===== src/rtl/sdram_pkg.sv =====
// sdram_pkg: shared definitions for the SDRAM front end.
// Holds the arbiter/controller state encoding and a constant clog2 helper
// usable in parameter defaults.
package sdram_pkg;

  typedef enum logic [1:0] {
    ST_IDLE    = 2'd0,
    ST_GRANT   = 2'd1,
    ST_REFRESH = 2'd2,
    ST_GAP     = 2'd3
  } state_e;

  // Ceiling log2; returns 0 for v <= 1.
  function automatic int clog2(input int v);
    int r;
    r = 0;
    while ((1 << r) < v) r++;
    return r;
  endfunction

endpackage


===== src/rtl/sdram_arbiter_rr_pick.sv =====
// rr_pick: combinational winner picker.
// Rotates req down by ptr (round-robin) or by 0 (fixed priority), finds the
// lowest set bit, then rotates the index back.
//   req     in  NUM_CH  request vector
//   ptr     in  ID_W    round-robin start index (< NUM_CH)
//   rr_mode in  1       1 = round-robin, 0 = lowest index wins
//   valid   out 1       any request present
//   onehot  out NUM_CH  winner, one-hot (zero when !valid)
//   idx     out ID_W    winner index
module rr_pick #(
  parameter int NUM_CH = 4,
  parameter int ID_W   = 2
) (
  input  logic [NUM_CH-1:0] req,
  input  logic [ID_W-1:0]   ptr,
  input  logic              rr_mode,
  output logic              valid,
  output logic [NUM_CH-1:0] onehot,
  output logic [ID_W-1:0]   idx
);

  localparam logic [ID_W:0] NCH = (ID_W+1)'(NUM_CH);

  logic [ID_W-1:0]   sh;
  logic [NUM_CH-1:0] rot;
  logic [ID_W-1:0]   enc;
  logic [ID_W:0]     sum;

  assign sh    = rr_mode ? ptr : '0;
  assign valid = |req;

  // rot[i] = req[(i + sh) mod NUM_CH]
  always_comb begin
    rot = '0;
    for (int i = 0; i < NUM_CH; i++) begin
      int j;
      j = i + int'(sh);
      if (j >= NUM_CH) j = j - NUM_CH;
      rot[i] = req[j];
    end
  end

  // Lowest set bit of the rotated vector.
  always_comb begin
    enc = '0;
    for (int i = NUM_CH-1; i >= 0; i--)
      if (rot[i]) enc = ID_W'(i);
  end

  assign sum    = {1'b0, enc} + {1'b0, sh};
  assign idx    = (sum >= NCH) ? ID_W'(sum - NCH) : sum[ID_W-1:0];
  assign onehot = valid ? (NUM_CH'(1) << idx) : '0;

endmodule


===== src/rtl/sdram_arbiter_rr.sv =====
// sdram_arbiter_rr: N-channel arbiter in front of the SDRAM controller.
// Refresh always wins from IDLE; requesters are served round-robin or by
// fixed priority; a hold limit preempts long owners when others wait; a
// GAP + IDLE pair separates every two ownerships so the row can be closed.
//   clk          in  1       clock (rising edge)
//   rst          in  1       async reset, active low
//   req          in  NUM_CH  per-channel level request
//   ack          out NUM_CH  per-channel grant, registered, one-hot or zero
//   grant_id     out ID_W    owner index, valid while |ack
//   refresh_req  in  1       refresh request, level
//   refresh_ack  out 1       refresh grant, registered
//   busy         out 1       high while in GRANT or REFRESH
module sdram_arbiter_rr
  import sdram_pkg::*;
#(
  parameter int NUM_CH   = 4,
  parameter int RR_MODE  = 1,
  parameter int MAX_HOLD = 64,
  parameter int ID_W     = clog2(NUM_CH)
) (
  input  logic              clk,
  input  logic              rst,
  input  logic [NUM_CH-1:0] req,
  output logic [NUM_CH-1:0] ack,
  output logic [ID_W-1:0]   grant_id,
  input  logic              refresh_req,
  output logic              refresh_ack,
  output logic              busy
);

  localparam int HC_W = (MAX_HOLD > 0) ? clog2(MAX_HOLD+1) : 1;
  localparam logic [HC_W-1:0] HOLD_LAST = HC_W'((MAX_HOLD > 0) ? MAX_HOLD-1 : 0);

  state_e            state_q;
  logic [NUM_CH-1:0] ack_q;
  logic [ID_W-1:0]   grant_id_q;
  logic              refresh_ack_q;
  logic              busy_q;
  logic [ID_W-1:0]   ptr_q, ptr_d;
  logic [HC_W-1:0]   hold_q;

  logic              pick_valid;
  logic [NUM_CH-1:0] pick_oh;
  logic [ID_W-1:0]   pick_idx;
  logic              others_pend;
  logic              preempt;

  rr_pick #(.NUM_CH(NUM_CH), .ID_W(ID_W)) u_pick (
    .req     (req),
    .ptr     (ptr_q),
    .rr_mode (RR_MODE != 0),
    .valid   (pick_valid),
    .onehot  (pick_oh),
    .idx     (pick_idx)
  );

  // Winner moves to the back of the round-robin order.
  assign ptr_d = (pick_idx == ID_W'(NUM_CH-1)) ? '0 : pick_idx + 1'b1;

  // ack_q masks the owner, so this is "anyone else, or refresh".
  assign others_pend = (|(req & ~ack_q)) | refresh_req;
  assign preempt     = (MAX_HOLD > 0) && (hold_q == HOLD_LAST) && others_pend;

  always_ff @(posedge clk or negedge rst) begin
    if (!rst) begin
      state_q       <= ST_IDLE;
      ack_q         <= '0;
      grant_id_q    <= '0;
      refresh_ack_q <= 1'b0;
      busy_q        <= 1'b0;
      ptr_q         <= '0;
      hold_q        <= '0;
    end else begin
      case (state_q)
        ST_IDLE: begin
          if (refresh_req) begin
            state_q       <= ST_REFRESH;
            refresh_ack_q <= 1'b1;
            busy_q        <= 1'b1;
          end else if (pick_valid) begin
            state_q    <= ST_GRANT;
            ack_q      <= pick_oh;
            grant_id_q <= pick_idx;
            busy_q     <= 1'b1;
            if (RR_MODE != 0) ptr_q <= ptr_d;
          end
        end
        ST_GRANT: begin
          if (hold_q != HOLD_LAST) hold_q <= hold_q + 1'b1;
          if (!req[grant_id_q] || preempt) begin
            state_q <= ST_GAP;
            ack_q   <= '0;
            busy_q  <= 1'b0;
          end
        end
        ST_REFRESH: begin
          if (!refresh_req) begin
            state_q       <= ST_GAP;
            refresh_ack_q <= 1'b0;
            busy_q        <= 1'b0;
          end
        end
        ST_GAP: begin
          state_q <= ST_IDLE;
          hold_q  <= '0;
        end
        default: state_q <= ST_IDLE;
      endcase
    end
  end

  assign ack         = ack_q;
  assign grant_id    = grant_id_q;
  assign refresh_ack = refresh_ack_q;
  assign busy        = busy_q;

endmodule


===== config.mk =====
export PLATFORM = sky130hd
export DESIGN_NAME = sdram_arbiter_rr
export DESIGN_NICKNAME = d
export VERILOG_FILES = /design/src/rtl/sdram_pkg.sv /design/src/rtl/sdram_arbiter_rr_pick.sv /design/src/rtl/sdram_arbiter_rr.sv
export SDC_FILE = /design/constraint.sdc
export NUM_CORES = 1
export LEC_CHECK = 0
export CORE_AREA = 3 3 65 67
export CTS_CLUSTER_DIAMETER = 120
export CTS_CLUSTER_SIZE = 28
export DETAILED_ROUTE_END_ITERATION = 7
export DIE_AREA = 0 0 68 70
export DONT_BUFFER_PORTS = 1
export PLACE_DENSITY = 0.57
export SKIP_CTS_REPAIR_TIMING = 1
export SYNTH_ARGS = -nofsm -noshare
export SYNTH_HDL_FRONTEND = slang
export SYNTH_SLANG_ARGS = --single-unit

===== constraint.sdc =====
create_clock -name clk -period 5.25 [get_ports clk]
set_input_delay 1.05 -clock clk [delete_from_list [all_inputs] [get_ports clk]]
set_output_delay 1.05 -clock clk [all_outputs]
set_load 0.05 [all_outputs]

==> run metrics, run 1 <==
Max Clock Skew 0.00209 ns; H-Tree Depth 1; std cell rows 22; status finished, final reports clean; Starting DRT DRC Count 24; Slew Viols, Final 0; HPWL Detailed 1.90 mm; post-synthesis cell area 1270 µm²; GR Overflow Total 0; Mean Syn Cell Area 9.54 µm²; width of the die 68 µm; Final Wtd Congestion 0.785; critical path arrival 2.56 ns; CTS Root Cell clkbuf_8; Crit Path Max Fanout 8; fmax 411 MHz; Pleak 0.000553 µW; largest net degree at the start of global routing 20; dpl cells 175; Total Power 796 µW; Top Ports 15; post-route minimum period 2.44 ns; Syn-to-layout area delta 4.34%; Most used DFF post-synth dfrtp_1; clock latency on the worst-skew pair 0.25 ns; final setup violation count 0; Ys Warns 0; post-DR vias/cell 5.17; clk slew on worst S/H paths 0.07 ns; Worst EP required 5.37 ns; most common cell after layout, fill and taps aside dfrtp_1; first-pass GRT wire length 4.24 mm; Max-cap violations 0; antenna viol nets, final 0; core footprint 3690 µm²; FF/Latch Area 475 µm²; vias after detailed routing 926; Clock Path Buffers 2; # fillers 393; VDD IR max 0.000345 V; Synth Register Bits 19; area of the multi-input gates 702 µm²; final WL 2.51 mm; WS Path Type in2reg; TritonCTS clock tree built; final hold vios 0; non-filler instance count after layout 179; Initial Utilization 0.344; n_diodes 0; Setup WS post-layout 2.81 ns; Yosys cell types 43; sequential fraction of the synthesis area 0.375; Synthesized Nets 146; worst slew pin tran 0.571 ns; CTS Buf Count 3; Global Route Usage Sum 0.113; Worst setup SP type input port; Hold Path Class in2async; EDFF count, synth 0; DRC viols 0; clock sinks 19; CP endpoint kind register; Post-Place Worst Slack 2.55 ns; routed len/inst 14.0 µm; I/O Buffers 0; initial antenna violation count 0; total die area 4760 µm²; Initial DRT Pass Iterations 4; Die H 70 µm; Post-synth ARST share 1.00; share of the clock period used by the worst path 0.464; post-synthesis cell count 133; P per Cell Area 602 nW/µm²; Layout Nets 145; Fin Setup TNS 0 ns; most frequent cells in the layout dfrtp_1 (19), nand2_1 (13), inv_1 (11); layout cells sized above 1 0.130; vias in the first global route 913; RSZ-0062 raised after global routing no; slew margin rel. 0.620
==> worst max-delay path, stage by stage <==
cell,delay [ns]
nor2b_1,0.12
a21oi_1,0.12
nor2_1,0.05
a211oi_1,0.19
a21oi_1,0.07
ha_1,0.23
xnor2_1,0.25
xor2_1,0.34
o22ai_2,0.13
==> Yosys cell counts, types with 2 or more instances <==
cell     count  share of area
o22ai_1      5          0.025
nand2_1     13          0.038
dfrtp_1     19           0.37
nor2b_1      2         0.0099
xor2_1       6          0.041
nor2_1       6          0.018
o21ai_1      3          0.012
xnor2_1      3          0.021
nor3_1       2         0.0079
ha_1         6          0.059
o21ai_0      9          0.036
a21oi_1      8          0.032
inv_1       11          0.033
nor3b_1      2          0.012
mux2i_1      4          0.032
buf_6        3          0.027
a21oi_2      3          0.021
nand4_1      2         0.0099
and3_1       2         0.0099
==> cell families after synthesis <==
logic type / share of synthesized area
DFF: 0.375
AOI/OAI and AO/OA: 0.197
muxes: 0.0671
xor gates and xnor gates: 0.0621
and+or+nand+nor: 0.168
adders and majority gates: 0.0592
buffers and inverters: 0.0720
==> path summary, 6_finish.rpt <==
path / startpoint / cells after the start / slack, ns / endpoint
worst max-delay path: req[3] / 9 / 2.81 / ack[3]$_DFFE_PN0P_
worst min-delay path: rst / 0 / 0.49 / hold_q[3]$_DFFE_PN0P_
worst max register to register: ptr_q[1]$_DFFE_PN0P_ / 9 / 3.06 / ack[3]$_DFFE_PN0P_
worst min register to register: hold_q[6]$_DFFE_PN0P_ / 1 / 0.55 / hold_q[6]$_DFFE_PN0P_
max in group asynchronous: rst / 0 / 4.69 / hold_q[4]$_DFFE_PN0P_
min in group clk: hold_q[6]$_DFFE_PN0P_ / 1 / 0.55 / hold_q[6]$_DFFE_PN0P_
==> per-stage QoR <==
stage                     hold slack, ns   util  instance area [µm²]
after global placement             0.532  0.347                 1280
after CTS                          0.475  0.359                 1320
final                              0.486  0.359                 1320
after global routing               0.463  0.359                 1320
after detailed placement           0.538  0.347                 1280
after floorplan                    0.511      -                 1270
==> cell type report <==
class / instances / area share
inverter: 11 / 0.0312
sequential: 19 / 0.359
multi-input combinational: 97 / 0.530
clock buffer: 4 / 0.0340
tap: 48 / 0.0454
==> metal layers <==
| layer | part of all wire | vias to the layer above | wire length, µm | track usage |
|---|---|---|---|---|
| met1 | 0.46 | 444 | 1150 | 0.144 |
| met2 | 0.46 | 19 | 1150 | 0.180 |
| met3 | 0.078 | 2 | 195 | 0.0450 |
| met4 | 0.0036 | 0 | 9 | 0.0199 |
| li1 | - | 461 | - | - |
| met5 | 0 | - | 0 | 0 |
==> power by group <==
group / switching [µW] / leakage, µW / total [µW] / internal (µW)
Combinational: 192 / 0.000289 / 356 / 164
Clock: 46.6 / 0.0000228 / 100 / 53.8
Sequential: 143 / 0.000242 / 340 / 196
==> sequential cells by signal, summed over array words and instances (netlist names) <==
signal / flops
ack: 4
grant_id: 2
hold_q: 7
state_q: 2
refresh_ack: 1
ptr_q: 2
busy: 1
Note: power is estimated with default switching activity, not from simulation.
==> inputs of run 2 (changes only) <==
==> constraint.sdc (replaced) <==
create_clock -name clk -period 2.3 [get_ports clk]
set_input_delay 0.46 -clock clk [delete_from_list [all_inputs] [get_ports clk]]
set_output_delay 0.46 -clock clk [all_outputs]
set_load 0.05 [all_outputs]
==> run 2 against run 1 <==
  * Power grew 140%
  * Final area is 2.5% higher
  * First-iteration DRC count up 75%
  * Flip-flop and latch count unchanged
  * Sequential power increased by 100%
  * Core utilization up 0.88 points
  * Clock-buffer cell count stayed put
  * Critical endpoint unchanged
  * Highest routed layer unchanged
==> run metrics, run 2 (synthesized netlist as in run 1, its figures left out) <==
TritonCTS clock tree built; Final Wtd Congestion 0.784; Clock Path Buffers 2; Max Clock Skew 0.00210 ns; CTS Buf Count 3; worst slew pin tran 0.845 ns; largest net degree at the start of global routing 20; CP endpoint kind register; critical path cell sequence nand2_1 > a21oi_1 > nor2_1 > a211oi_1 > a21oi_1 > ha_1 > xnor2_1 > xor2_1 > o22ai_2; first-pass GRT wire length 4.46 mm; Layout Utilization 0.368; core footprint 3690 µm²; max FFs per register 7; H-Tree Depth 1; width of the die 68 µm; post-DR vias/cell 5.04; post-route minimum period 1.99 ns; Slowest cell on crit path dfrtp_1; final instance area 1360 µm²; Slew Viols, Final 0; Pleak 0.000572 µW; largest register by flop count hold_q; dpl cells 178; hold_ws 0.371 ns; clk slew on worst S/H paths 0.07 ns; final setup violation count 0; P per Cell Area 1380 nW/µm²; Top Ports 15; Placed Area 1300 µm²; initial antenna violation count 0; layout cells sized above 1 0.148; routed len/inst 13.9 µm; Die H 70 µm; FF-to-FF path depth 9; RSZ-0062 raised after global routing no; Hold Path Class in2reg; GR Overflow Total 0; final hold vios 0; worst reg2reg path startpoint ptr_q[1]$_DFFE_PN0P_; Worst EP required 2.42 ns; Starting DRT DRC Count 42; Initial DRT Pass Iterations 4; share of the clock period used by the worst path 0.866; vias after detailed routing 922; I/O Buffers 0; critical path arrival 2.12 ns; hold depth 2; critical path startpoint ptr_q[1]$_DFFE_PN0P_; DRC viols 0; Worst setup SP type register; most frequent cells in the layout dfrtp_1 (19), nand2_1 (13), inv_1 (11); final WL 2.55 mm; clock latency on the worst-skew pair 0.25 ns; status finished, final reports clean; clock sinks 19; total die area 4760 µm²; WS Path Type reg2reg; CTS Root Cell clkbuf_8; Syn-to-layout area delta 6.90%; Critical Path Max Stage Delay 0.38 ns; HPWL Detailed 1.91 mm; Max-cap violations 0; fmax 502 MHz; std cell rows 22; Hold Startpoint refresh_req; slew margin rel. 0.435; VDD IR max 0.000700 V; non-filler instance count after layout 183; antenna viol nets, final 0; # fillers 381; most common cell after layout, fill and taps aside dfrtp_1; Fin Setup TNS 0 ns; Layout Nets 149; Crit Path Max Fanout 3; Global Route Usage Sum 0.120; vias in the first global route 937; cell repeated most along the worst path a21oi_1; Initial Utilization 0.344; n_diodes 0
run 2: stage by stage:
stage | total power [µW] | worst slack (ns)
global route | 2030 | 0.143
floorplan | 1460 | 0.270
CTS | 1890 | 0.308
detailed placement | 1650 | 0.197
finish | 1880 | 0.308
global placement | 1610 | 0.243
run 2: power breakdown:
group          internal, µW  total, µW  switching [µW]  leakage [µW]
clock network           123        231             108     0.0000228
registers               450        689             239      0.000242
logic                   408        959             551      0.000308
total                   981       1880             897      0.000572
run 2: area by class of cell:
class / count / area, µm² / area share
multi-input combinational: 97 / 702 / 0.518
tap: 48 / 60.1 / 0.0443
inverter: 11 / 41.3 / 0.0304
clock buffer: 4 / 45.0 / 0.0332
timing repair buffer: 4 / 32.5 / 0.0240
sequential: 19 / 475 / 0.351
run 2: final timing paths:
| path | end | slack, ns |
|---|---|---|
| worst max-delay path | ack[3]$_DFFE_PN0P_ | 0.31 |
| worst min-delay path | refresh_ack$_DFFE_PN0P_ | 0.37 |
| worst max register to register | ack[3]$_DFFE_PN0P_ | 0.31 |
| worst min register to register | ptr_q[1]$_DFFE_PN0P_ | 0.50 |
| max in group asynchronous | hold_q[5]$_DFFE_PN0P_ | 1.02 |
| min in group asynchronous | grant_id[0]$_DFFE_PN0P_ | 0.75 |
run 2: worst max-delay path, delay by kind of cell, from the launching register on:
| kind | cells | cell delay, ns |
|---|---|---|
| XOR/XNOR | 2 | 0.60 |
| AO/OA/AOI/OAI | 4 | 0.55 |
| flip-flops | 1 | 0.38 |
| adder cells (fa/ha/maj) | 1 | 0.23 |
| AND/OR/NAND/NOR | 2 | 0.11 |
run 2: layer usage:
metal | GRT usage | up-vias | routed length (µm)
met5 | 0 | - | 0
met1 | 0.160 | 430 | 1170
met2 | 0.190 | 23 | 1190
met4 | 0.0199 | 0 | 17
met3 | 0.0402 | 2 | 162
li1 | - | 467 | -
